[src/rtl/bus_timer_pkg.sv]
`default_nettype none
// ============================================================================
// Module      : bus_timer_pkg
// Description : Shared register map, TCON bit positions and address decode
//               helper for the bus_timer block.
// Revision    : 1.0 - initial release
// ============================================================================
package bus_timer_pkg;

    localparam logic [31:0] c_default_base = 32'h4000_0000;

    // Byte offsets of the register window
    localparam logic [31:0] c_off_th      = 32'h0;
    localparam logic [31:0] c_off_tl      = 32'h4;
    localparam logic [31:0] c_off_tcon    = 32'h8;
    localparam logic [31:0] c_off_systick = 32'hC;

    // TCON bit positions
    localparam int c_tcon_en     = 0;
    localparam int c_tcon_ie     = 1;
    localparam int c_tcon_status = 2;

    typedef enum logic [2:0] {
        SEL_NONE    = 3'd0,
        SEL_TH      = 3'd1,
        SEL_TL      = 3'd2,
        SEL_TCON    = 3'd3,
        SEL_SYSTICK = 3'd4
    } reg_sel_e;

    // Word-granular decode: byte-lane bits never reach this function
    function automatic reg_sel_e decode_reg(input logic [29:0] word,
                                            input logic [29:0] base_word);
        logic [29:0] off;
        off = word - base_word;
        if (off == 30'(c_off_th >> 2))           return SEL_TH;
        else if (off == 30'(c_off_tl >> 2))      return SEL_TL;
        else if (off == 30'(c_off_tcon >> 2))    return SEL_TCON;
        else if (off == 30'(c_off_systick >> 2)) return SEL_SYSTICK;
        else                                     return SEL_NONE;
    endfunction

endpackage
`default_nettype wire

[src/rtl/timer_prescaler.sv]
`default_nettype none
// ============================================================================
// Module      : timer_prescaler
// Description : Down-counting prescaler; pulses tick once every PRESCALE
//               enabled cycles and parks at PRESCALE-1 while disabled.
// Revision    : 1.0 - initial release
// ============================================================================
module timer_prescaler #(
    parameter int unsigned PRESCALE = 1
) (
    input  logic clk,
    input  logic reset,
    input  logic en,
    output logic tick
);

    localparam logic [15:0] c_reload = 16'(PRESCALE - 1);

    logic [15:0] r_cnt;

    assign tick = en && (r_cnt == 16'd0);

    // Count down while enabled; reload at terminal count or when disabled
    always_ff @(posedge clk or negedge reset) begin
        if (!reset) begin
            r_cnt <= c_reload;
        end else if (!en || (r_cnt == 16'd0)) begin
            r_cnt <= c_reload;
        end else begin
            r_cnt <= r_cnt - 16'd1;
        end
    end

endmodule
`default_nettype wire

[src/rtl/bus_timer.sv]
`default_nettype none
// ============================================================================
// Module      : bus_timer
// Description : Memory-mapped reloading 32-bit timer (TH/TL/TCON) with a
//               prescaler and level interrupt. Zero-wait-state bus access.
//               Optional feature macro BUS_TIMER_SYSTICK_EN adds a read-only
//               free-running SYSTICK counter at BASE+0xC.
// Revision    : 1.0 - initial release
// ============================================================================
module bus_timer
    import bus_timer_pkg::*;
#(
    parameter logic [31:0] BASE_ADDR = c_default_base,
    parameter int unsigned PRESCALE  = 1
) (
    input  logic        clk,
    input  logic        reset,
    input  logic        MemRead,
    input  logic        MemWrite,
    input  logic [31:0] address,
    input  logic [31:0] write_data,
    output logic [31:0] read_data,
    output logic        hit,
    output logic        irq
);

    reg_sel_e    w_sel;
    logic        w_hit;
    logic [31:0] w_rdata;
    logic [31:0] w_tcon;

    logic [31:0] r_th;
    logic [31:0] r_tl;
    logic        r_en;
    logic        r_ie;
    logic        r_status;
    logic        r_irq;

    logic        w_tick;
    logic        w_wr_th;
    logic        w_wr_tl;
    logic        w_wr_tcon;
    logic        w_ovf_set;
    logic        w_en_nxt;
    logic        w_ie_nxt;
    logic        w_status_nxt;

    assign w_sel = decode_reg(address[31:2], BASE_ADDR[31:2]);

`ifdef BUS_TIMER_SYSTICK_EN
    logic [31:0] r_systick;

    // Free-running cycle counter, wraps naturally
    always_ff @(posedge clk or negedge reset) begin
        if (!reset) begin
            r_systick <= '0;
        end else begin
            r_systick <= r_systick + 32'd1;
        end
    end

    assign w_hit = (w_sel != SEL_NONE);
`else
    assign w_hit = (w_sel != SEL_NONE) && (w_sel != SEL_SYSTICK);
`endif

    assign hit = w_hit;

    timer_prescaler #(
        .PRESCALE (PRESCALE)
    ) u_prescaler (
        .clk   (clk),
        .reset (reset),
        .en    (r_en),
        .tick  (w_tick)
    );

    // Assemble TCON and the combinational read mux
    always_comb begin
        w_tcon                = '0;
        w_tcon[c_tcon_en]     = r_en;
        w_tcon[c_tcon_ie]     = r_ie;
        w_tcon[c_tcon_status] = r_status;
        w_rdata               = '0;
        if (MemRead) begin
            case (w_sel)
                SEL_TH:      w_rdata = r_th;
                SEL_TL:      w_rdata = r_tl;
                SEL_TCON:    w_rdata = w_tcon;
`ifdef BUS_TIMER_SYSTICK_EN
                SEL_SYSTICK: w_rdata = r_systick;
`endif
                default:     w_rdata = '0;
            endcase
        end
    end

    assign read_data = w_rdata;

    assign w_wr_th   = MemWrite && (w_sel == SEL_TH);
    assign w_wr_tl   = MemWrite && (w_sel == SEL_TL);
    assign w_wr_tcon = MemWrite && (w_sel == SEL_TCON);

    // Overflow only counts when the reload really happens (a TL write wins);
    // an overflow set beats a same-cycle status clear.
    assign w_ovf_set    = w_tick && (&r_tl) && r_ie && !w_wr_tl;
    assign w_en_nxt     = w_wr_tcon ? write_data[c_tcon_en] : r_en;
    assign w_ie_nxt     = w_wr_tcon ? write_data[c_tcon_ie] : r_ie;
    assign w_status_nxt = w_ovf_set ||
                          (r_status && !(w_wr_tcon && !write_data[c_tcon_status]));

    // Timer registers: TL write beats advance/reload; TH used only at reload
    always_ff @(posedge clk or negedge reset) begin
        if (!reset) begin
            r_th     <= '0;
            r_tl     <= '0;
            r_en     <= 1'b0;
            r_ie     <= 1'b0;
            r_status <= 1'b0;
            r_irq    <= 1'b0;
        end else begin
            if (w_wr_th) begin
                r_th <= write_data;
            end
            if (w_wr_tl) begin
                r_tl <= write_data;
            end else if (w_tick) begin
                r_tl <= (&r_tl) ? r_th : (r_tl + 32'd1);
            end
            r_en     <= w_en_nxt;
            r_ie     <= w_ie_nxt;
            r_status <= w_status_nxt;
            r_irq    <= w_ie_nxt && w_status_nxt;
        end
    end

    assign irq = r_irq;

endmodule
`default_nettype wire

[config.mk]
export PLATFORM = sky130hd
export DESIGN_NAME = bus_timer
export DESIGN_NICKNAME = d
export VERILOG_FILES = /design/src/rtl/bus_timer_pkg.sv /design/src/rtl/timer_prescaler.sv /design/src/rtl/bus_timer.sv
export SDC_FILE = /design/constraint.sdc
export NUM_CORES = 1
export LEC_CHECK = 0
export ABC_AREA = 1
export CAP_MARGIN = 20
export CORE_UTILIZATION = 25
export CTS_CLUSTER_SIZE = 30
export DETAILED_ROUTE_END_ITERATION = 8
export DONT_BUFFER_PORTS = 1
export PLACE_DENSITY_LB_ADDON = 0.1
export REMOVE_ABC_BUFFERS = 1
export SETUP_SLACK_MARGIN = 0.02
export SYNTH_ARGS = -nofsm -noshare
export SYNTH_HDL_FRONTEND = slang
export SYNTH_SLANG_ARGS = --single-unit
[constraint.sdc]
create_clock -name clk -period 2.64 [get_ports clk]
set_input_delay 0.792 -clock clk [delete_from_list [all_inputs] [get_ports clk]]
set_output_delay 0.792 -clock clk [all_outputs]
set_load 0.05 [all_outputs]
==> metrics.log, run 1 <==
INFO  metric r2r-start = r_tl[0]$_DFFE_PN0P_
INFO  metric whs = 0.1274 ns
INFO  metric power_density = 329.5 mW/mm^2
INFO  metric drt_first_iter_violations = 292
INFO  metric report.final.slew_viol_count = 0
INFO  metric postSynthRegisterBits = 84
INFO  metric worst_slew_pin_slew = 0.6448 ns
INFO  metric cpMaxStageDelayCell = sky130_fd_sc_hd__a21oi_4
INFO  metric relSlewSlack = 56.95%
INFO  metric yosys.area.top_type_share = 34.58%
INFO  metric achievable_frequency = 332.7 MHz
INFO  metric outcome = finished, violations left
INFO  metric endpoint_kind = primary output
INFO  metric cts_buffer_depth = 2
INFO  metric diodes = 0
INFO  metric period_share = 113.9%
INFO  metric synth_enable_flop_cells = 0
INFO  metric yosys.cell_types.count = 38
INFO  metric synth-warning-count = 0
INFO  metric synth_most_common_cell = sky130_fd_sc_hd__nand2_1
INFO  metric synthTopCellsByCount = sky130_fd_sc_hd__nand2_1 (313), sky130_fd_sc_hd__nand3_1 (147), sky130_fd_sc_hd__inv_1 (85)
INFO  metric dpl.hpwl = 14.68 mm
INFO  metric synthToLayoutAreaGrowth = 30.30%
INFO  metric grt_pass1_wl = 33.76 mm
INFO  metric violated_checks = setup timing
INFO  metric netlist_instances = 933
INFO  metric drive_gt1_share = 21.23%
INFO  metric cts_hold_repair.buffers = 0
INFO  metric cp_num_cells = 10
INFO  metric io_pins = 102
INFO  metric final_routed_wirelength_across_all_metal_layers = 20.90 mm
INFO  metric tritoncts_clock_tree = done
INFO  metric synth-main-ff-cell = sky130_fd_sc_hd__dfrtp_1
INFO  metric drt_pass1_iterations = 4
INFO  metric post_synth.cell_area_avg = 6.515 sq um
INFO  metric area.sequential = 0.002102 sq mm
INFO  metric cell_type_group_with_the_largest_total_delay_on_the_critical_path = simple AND/OR/NAND/NOR gates
INFO  metric postSynth.asyncResetShare = 100.0%
INFO  metric worstHoldPathType = in2async
INFO  metric gp_congestion = 0.8273
INFO  metric die_area = 0.02494 sq mm
INFO  metric detailed_place.area = 0.006920 sq mm
INFO  metric initial_antenna_violation_count = 0
INFO  metric synth_area_leaders = sky130_fd_sc_hd__dfrtp_1 (35%), sky130_fd_sc_hd__nand2_1 (19%), sky130_fd_sc_hd__nand3_1 (12%)
INFO  metric p_leak = 3.894 nW
INFO  metric layout_fillers = 2,641
INFO  metric finish.net_count = 1,060
INFO  metric setup.worst_path.start_class = primary input
INFO  metric time_the_final_worst_path_needs_with_i_o_delays_and_setup = 3.006 ns
INFO  metric initial_util = 25.67%
INFO  metric route.detailed.drc = 0
INFO  metric multi_input_area = 0.003825 sq mm
INFO  metric final_hold_viol_count = 0
INFO  metric pin_count_of_the_biggest_net_entering_global_routing = 85
INFO  metric seq_area_frac_synth = 34.58%
INFO  metric rr_worst_depth = 10
INFO  metric die_height = 157.9 um
INFO  metric cts_inserted_buffers = 9
INFO  metric data_arrival_time_at_the_worst_slack_endpoint = 2.21 ns
INFO  metric drt.antenna.violating_nets = 0
INFO  metric synthesis.area = 0.006078 sq mm
INFO  metric die-width = 157.9 um
INFO  metric cts.sinks = 84
INFO  metric routed-via-count = 6,008
INFO  metric globalRouteOverflowTotal = 0
INFO  metric clock-root-buffer = sky130_fd_sc_hd__clkbuf_16
INFO  metric timing.max_cap.violations = 0
INFO  metric h-tree-depth = 3
INFO  metric critPathRequiredTime = 1.85 ns
INFO  metric post_dr_wirelength_cell = 15.92 um
INFO  metric fin_area = 0.007920 sq mm
INFO  metric worst_clock_skew = 0.01216 ns
INFO  metric reg2reg_setup_slack = 0.52 ns
INFO  metric floorplan.rows = 56
INFO  metric worstPathMaxFanout = 7
INFO  metric grt_pass1_vias = 6,128
INFO  metric setup-violations-final = 32
INFO  metric cts.reportedPaths.clkPinSlew = 0.07 ns
INFO  metric setup_slack = -0.3657 ns
INFO  metric grt.total_usage = 17.67%
INFO  metric rr_endpoint = r_tl[22]$_DFFE_PN0P_
INFO  metric path_common_cell = sky130_fd_sc_hd__nand3_4
INFO  metric clock_latency = 0.35 ns
INFO  metric critical-path-max-stage-delay = 0.21 ns
INFO  metric ir_drop = 0.2682 mV
INFO  metric fin_total_pwr = 2.609 mW
INFO  metric crit_type = in2out
INFO  metric placement.io_buffers = 0
INFO  metric worstPathCellList = nor2_4 -> nand3_4 -> nor2_4 -> nand3_4 -> a21oi_4 -> buf_12 -> buf_12 -> nand3_4 -> a21oi_2 -> buf_6
INFO  metric count_of_buffer_and_inverter_cells_on_the_critical_path = 3
INFO  metric worstSetupStartpoint = address[5]
INFO  metric vias_per_cell = 4.576
INFO  metric post-synth-top-area-cell = sky130_fd_sc_hd__dfrtp_1
INFO  metric setup_repair_after_global_routing_missed_its_margin = true
INFO  metric design.core.area = 0.02368 sq mm
[routing by layer]
metal  GRT usage (%)  up-vias  wire length (um)  part of all wire [%]
met5               0        -                 0                     0
li1                -     3090                 -                     -
met4           3.652        0               224                   1.1
met2           30.52       80             10140                    49
met3           3.121       15               632                   3.0
met1           22.85     2823              9900                    47
[placed cells by master, fill, tap and decap left out, drive strengths merged, types with 2 or more instances in the layout]
master and count:
ha 3, a21oi 38, nor3b 2, inv 95
and3 2, nor2 95, o21ai 34, nand2 323
nand4 16, xor2 12, dfrtp 84, nand3 149
clkinv 9, buf 86, nand3b 5, clkbuf 11
xnor2 9, nor3 16
[where the power goes]
part | total, mW | internal (mW) | switching, mW
Sequential | 1.29 | 1.29 | 0.000000880
Clock | 1.26 | 0.668 | 0.594
Combinational | 0.0623 | 0.0266 | 0.0357
Total | 2.61 | 1.98 | 0.629
[how the worst max path moves through the flow]
stage,to,slack [ns]
2_1_floorplan,read_data[0],-1.25
3_3_place_gp,read_data[13],-0.49
3_5_place_dp,read_data[13],-0.49
4_1_cts,read_data[25],-0.38
5_1_grt,read_data[18],-0.45
6_report,read_data[22],-0.37
[what timing repair did]
action,4_1_cts,5_1_grt
pin swaps,32,22
buffers inserted,10,1
endpoints found under the hold margin,0,0
endpoints found under the setup margin,33,33
resized for setup,116,28
cloned,3,0
[stage by stage]
step | TNS (ns) | std cells | util (%) | setup slack (ns)
CTS | -11.14 | 1314 | 33.07 | -0.3769
finish | -10.59 | 1313 | 33.44 | -0.3657
detailed placement | -13.89 | 1286 | 29.22 | -0.4932
floorplan | -37.98 | 892 | - | -1.254
global placement | -13.91 | 1286 | 29.22 | -0.4899
global route | -13.23 | 1313 | 33.44 | -0.4497
[cell type report]
class | instances | area share (%)
Clock inverter | 5 | 0.4423
Sequential cell | 84 | 26.54
Clock buffer | 11 | 3.065
Inverter | 100 | 4.834
Timing Repair Buffer | 86 | 11.79
Multi-Input combinational cell | 708 | 48.29
Tap cell | 319 | 5.039
[registers in the layout (all words and copies together) (netlist names)]
name and flops:
r_status 1, r_ie 1, r_en 1, u_prescaler.r_cnt 16, irq 1, r_th 32, r_tl 32
[kinds of logic (layout without fill, tap and decap cells)]
kind of cell | count (synthesis) | count (layout) | share of synthesized area, %
adders and majority gates | 3 | 3 | 0.6176
DFF | 84 | 84 | 34.58
xor gates and xnor gates | 21 | 21 | 3.026
AOI/OAI and AO/OA | 75 | 75 | 7.081
and+or+nand+nor | 609 | 609 | 44.44
buffers and inverters | 141 | 202 | 10.25
(Power assumes the default switching activity.)
==> inputs of run 2 (changes only) <==
GPL_TIMING_DRIVEN = 1   (was unset)
==> results of run 2 <==
Final layout, timing and power as in run 1 (identical DEF).
